File: config.mk
export PLATFORM = sky130hd
export DESIGN_NAME = ped_crossing_ctrl
export DESIGN_NICKNAME = d
export VERILOG_FILES = /design/src/rtl/ped_crossing_ctrl.sv
export SDC_FILE = /design/constraint.sdc
export NUM_CORES = 1
export LEC_CHECK = 0
export ABC_AREA = 1
export ABC_CLOCK_PERIOD_IN_PS = 2600
export CAP_MARGIN = 10
export CORE_UTILIZATION = 25
export CTS_CLUSTER_SIZE = 40
export DETAILED_ROUTE_END_ITERATION = 12
export GPL_TIMING_DRIVEN = 1
export SLEW_MARGIN = 0
export SYNTH_ARGS = -nofsm -noshare
export SYNTH_HDL_FRONTEND = slang
export SYNTH_SLANG_ARGS = --single-unit
File: constraint.sdc
create_clock -name clk -period 2.6 [get_ports clk]
set_clock_uncertainty 0.2 [all_clocks]
set_input_delay 0.52 -clock clk [delete_from_list [all_inputs] [get_ports clk]]
set_output_delay 0.52 -clock clk [all_outputs]
set_load 0.02 [all_outputs]
File: src/rtl/ped_crossing_ctrl.sv
// Pedestrian crossing controller: serves a latched button request on the next
// red-entry edge of the vehicle light with WALK, then a blinking FLASH phase.
module ped_crossing_ctrl #(
   parameter int unsigned WALK_TIME  = 3,
   parameter int unsigned FLASH_TIME = 4,
   parameter int unsigned BLINK_HALF = 1
) (
   input  logic       clk,
   input  logic       reset,
   input  logic [1:0] light_color,
   input  logic       ped_button,
   output logic       walk,
   output logic       dont_walk,
   output logic       request_pending,
   output logic [7:0] countdown,
   output logic       fault
);

   typedef enum logic [1:0] {ST_IDLE, ST_WAIT, ST_WALK, ST_FLASH} state_e;

   localparam logic [7:0] WALK_LD  = 8'(WALK_TIME);
   localparam logic [7:0] FLASH_LD = 8'(FLASH_TIME);
   localparam logic [3:0] BLINK_LD = 4'(BLINK_HALF);

   state_e     state_q, state_d;
   logic [7:0] cnt_q, cnt_d;
   logic [3:0] bcnt_q, bcnt_d;
   logic       prev_red_q;
   logic       latch_q, latch_d;
   logic       fault_q, fault_d;
   logic       walk_q, walk_d;
   logic       dw_q, dw_d;
   logic       pend_q, pend_d;

   logic red, illegal, red_entry;

   function automatic logic [7:0] sat_dec(input logic [7:0] v);
      return (v == 8'd0) ? 8'd0 : v - 8'd1;
   endfunction

   assign red       = (light_color == 2'b10);
   assign illegal   = (light_color == 2'b11);
   assign red_entry = red && !prev_red_q;

   always_comb begin
      state_d = state_q;
      latch_d = latch_q;
      fault_d = fault_q;
      cnt_d   = 8'd0;
      bcnt_d  = 4'd1;
      walk_d  = 1'b0;
      dw_d    = 1'b1;
      if (illegal) begin
         fault_d = 1'b1;
         state_d = ST_IDLE;
         latch_d = 1'b0;
      end else if (fault_q) begin
         state_d = ST_IDLE;
      end else begin
         case (state_q)
            ST_IDLE: if (ped_button) state_d = ST_WAIT;
            ST_WAIT: begin
               if (red_entry) begin
                  state_d = ST_WALK;
                  walk_d  = 1'b1;
                  dw_d    = 1'b0;
                  cnt_d   = WALK_LD;
               end
            end
            ST_WALK: begin
               // Leaving WALK/FLASH early or at the end: a pending request goes straight back to WAIT
               if (!red) begin
                  state_d = (latch_q || ped_button) ? ST_WAIT : ST_IDLE;
                  latch_d = 1'b0;
               end else if (cnt_q <= 8'd1) begin
                  state_d = ST_FLASH;
                  cnt_d   = FLASH_LD;
                  latch_d = latch_q || ped_button;
               end else begin
                  walk_d  = 1'b1;
                  dw_d    = 1'b0;
                  cnt_d   = sat_dec(cnt_q);
                  latch_d = latch_q || ped_button;
               end
            end
            ST_FLASH: begin
               if (!red || cnt_q <= 8'd1) begin
                  state_d = (latch_q || ped_button) ? ST_WAIT : ST_IDLE;
                  latch_d = 1'b0;
               end else begin
                  cnt_d   = sat_dec(cnt_q);
                  latch_d = latch_q || ped_button;
                  if (bcnt_q >= BLINK_LD) begin
                     dw_d   = ~dw_q;
                     bcnt_d = 4'd1;
                  end else begin
                     dw_d   = dw_q;
                     bcnt_d = bcnt_q + 4'd1;
                  end
               end
            end
            default: state_d = ST_IDLE;
         endcase
      end
      pend_d = (state_d == ST_WAIT) || latch_d;
   end

   always_ff @(posedge clk or posedge reset) begin
      if (reset) begin
         state_q    <= ST_IDLE;
         cnt_q      <= 8'd0;
         bcnt_q     <= 4'd1;
         prev_red_q <= 1'b1;
         latch_q    <= 1'b0;
         fault_q    <= 1'b0;
         walk_q     <= 1'b0;
         dw_q       <= 1'b1;
         pend_q     <= 1'b0;
      end else begin
         state_q    <= state_d;
         cnt_q      <= cnt_d;
         bcnt_q     <= bcnt_d;
         prev_red_q <= red;
         latch_q    <= latch_d;
         fault_q    <= fault_d;
         walk_q     <= walk_d;
         dw_q       <= dw_d;
         pend_q     <= pend_d;
      end
   end

   assign walk            = walk_q;
   assign dont_walk       = dw_q;
   assign request_pending = pend_q;
   assign countdown       = cnt_q;
   assign fault           = fault_q;

endmodule

==> flow_summary.toml <==
[run_status]
status = "finished clean"

[synthesis]
syn_avg_cell_area_um2 = 8.088
syn_area_mm2 = 0.001254
synth_nets = 169
ys_ff_latch = 20
synth.top_cell.area_share = 0.3393
synth.distinct_cells = 30
synth-seq-area-share = 0.4022
yosys.area.top_type = "dfrtp_1"
synthCells = 155
yosys_warnings = 0
synth.area.top_cells = "dfrtp_1, ha_1, nand2_1"

[setup_path]
crit_path_end_kind = "output port"
endpoint = "dont_walk"
required_ps = 1880
cp_slowest_cell = "clkdlybuf4s50_1"
cp_num_buf_inv = 1
critPathTopFamily = "buffers and inverters"
crit_type = "flip-flop to output port"
r2r-start = "state_q[0]"
cp-start-kind = "flip-flop"
cpPeakStageDelay_ps = 620
rrSetupSlack_ps = 700
crit_chain = "clkdlybuf4s50_1"
reg2reg_to = "request_pending"
cp.depth = 1
cp_max_fo = 3
rr_worst_depth = 11
arrival_ps = 1430
crit_path_start = "dont_walk"

[place]
dp_hpwl_um = 1978
portBuffers = 16
globalplace.congestion = 0.8427
dp_slack_ps = 453.4

[timing]
holdWs_ps = 279.3
grt_setup_unrepaired = "no"
setup_slack_ps = 452.6
setup_viol = 0
max_freq_mhz = 465.7
final_max_slew_viol_count = 0
post-route-period-util = 0.8259
finalHoldViolations = 0
fin_crit_ps = 2147
fin_setup_tns_ps = 0

[finish]
seq_area_um2 = 504.2
syn2layout_area_growth_pct = 23.65
n_antenna_cell = 0
fin_nets = 191
post-route-util = 0.3239
fillers = 504
multi_input_area_um2 = 613.1
layout-drive-gt1-share = 0.1989

[route]
drc = 0
dr.first_iter.drc_count = 36
route.antenna.remaining_nets = 0
drt_wl_total_um = 2518
wire_per_inst_um = 10.36
drtPass1Iterations = 4
viasPerCell = 4.037
vias = 981

[clocking]
cts_htree_levels = 1
cts.hold.buffers_added = 0
insertion_delay_ps = 260
post_cts_buffers = 0
cts_resized = 0
clkTransAtPathRegs_ps = 70
clk_path_buf_depth = 2
cts_root_buffer = "clkbuf_8"
cts_made_buffers = 3
cts_tree = "yes"
clock_sinks = 20

[global_routing]
grt_pass1_vias = 1008
grt_overflow = 0
track_usage = 0.1136
grt_max_degree = 21
antenna_found_initial = 0
grt_pass1_wl_um = 4574

[power]
total_power_mw = 0.5516
p_leak_nw = 0.7436
power.density_mw_per_mm2 = 355.8
ir_drop_mv = 0.1537

[die]
rows = 25
start_util = 0.2620
coreArea_mm2 = 0.004786
die_w_um = 72.82
io_pins = 17
fp.dieH_um = 72.82
die_area_mm2 = 0.005302

[hold_path]
hold_path_class = "flip-flop to flip-flop"

[flow_run]
max_cap_viol_count = 0
kinds of logic after synthesis:
kind of cell | Yosys count | share of synthesized area
flops | 20 | 0.4022
xor+xnor | 4 | 0.02794
fa+ha+maj | 9 | 0.08982
other cells | 1 | 0.002991
buf+inv | 36 | 0.1088
simple gates | 70 | 0.2944
compound gates | 15 | 0.07385
flip-flops by register name, indices dropped and copies added (netlist names):
| signal | cells |
|---|---|
| bcnt_q | 4 |
| state_q | 2 |
| countdown | 8 |
| latch_q | 1 |
| walk | 1 |
| request_pending | 1 |
| fault | 1 |
| dont_walk | 1 |
| prev_red_q | 1 |
metrics by stage:
| stage | area, µm² | std cells |
|---|---|---|
| global route | 1550 | 243 |
| floorplan | 1254 | 155 |
| CTS | 1550 | 243 |
| finish | 1550 | 243 |
| global placement | 1505 | 239 |
| detailed placement | 1505 | 239 |
final cells by class:
cell class	count	area share
Clock buffer	4	0.02906
Timing Repair Buffer	17	0.1082
Multi-Input combinational cell	99	0.3955
Sequential cell	20	0.3253
Tap cell	67	0.05408
Inverter	36	0.08797
synth_stat cells (all sizes together):
master,instances
nor4,1
ha,9
nand3b,1
clkinv,2
inv,34
o21ai,3
nor3,4
a31oi,1
nand2,29
nand3,9
dfstp,3
conb,1
a221oi,1
a21oi,9
nor2,26
xor2,4
o21a,1
dfrtp,17
worst min path at each step:
stage / startpoint / end / slack, ps / cells after the start
floorplan: bcnt_q[0] / bcnt_q[0] / 250 / 1
global placement: bcnt_q[0] / bcnt_q[0] / 260 / 1
detailed placement: bcnt_q[0] / bcnt_q[0] / 270 / 1
finish: bcnt_q[0] / bcnt_q[0] / 280 / 1
CTS: bcnt_q[0] / bcnt_q[0] / 290 / 1
global route: bcnt_q[0] / bcnt_q[0] / 320 / 1
per-layer routing:
layer  track usage  wire length (µm)
met1        0.1436              1120
met2        0.1900              1225
met3       0.02210               115
met4       0.04575                57
met5             0                 0
cell usage in the layout (no fill, tap or decap), types with 4 or more instances in the layout:
master / synthesis / routed
nand2_1: 25 / 25
a21oi_1: 8 / 8
clkdlybuf4s50_1: 0 / 16
inv_2: 10 / 10
nand3_1: 6 / 6
inv_1: 24 / 24
nor2_1: 20 / 20
dfrtp_1: 17 / 17
xor2_1: 4 / 4
ha_1: 9 / 9
power by group:
part	leakage (nW)	total, mW	switching [mW]	internal [mW]
clock	0.0228	0.213	0.104	0.109
sequential	0.262	0.314	0.000856	0.313
combinational	0.459	0.0242	0.0153	0.00900
total	0.744	0.552	0.120	0.431
Power figures use the tool's default switching activity.
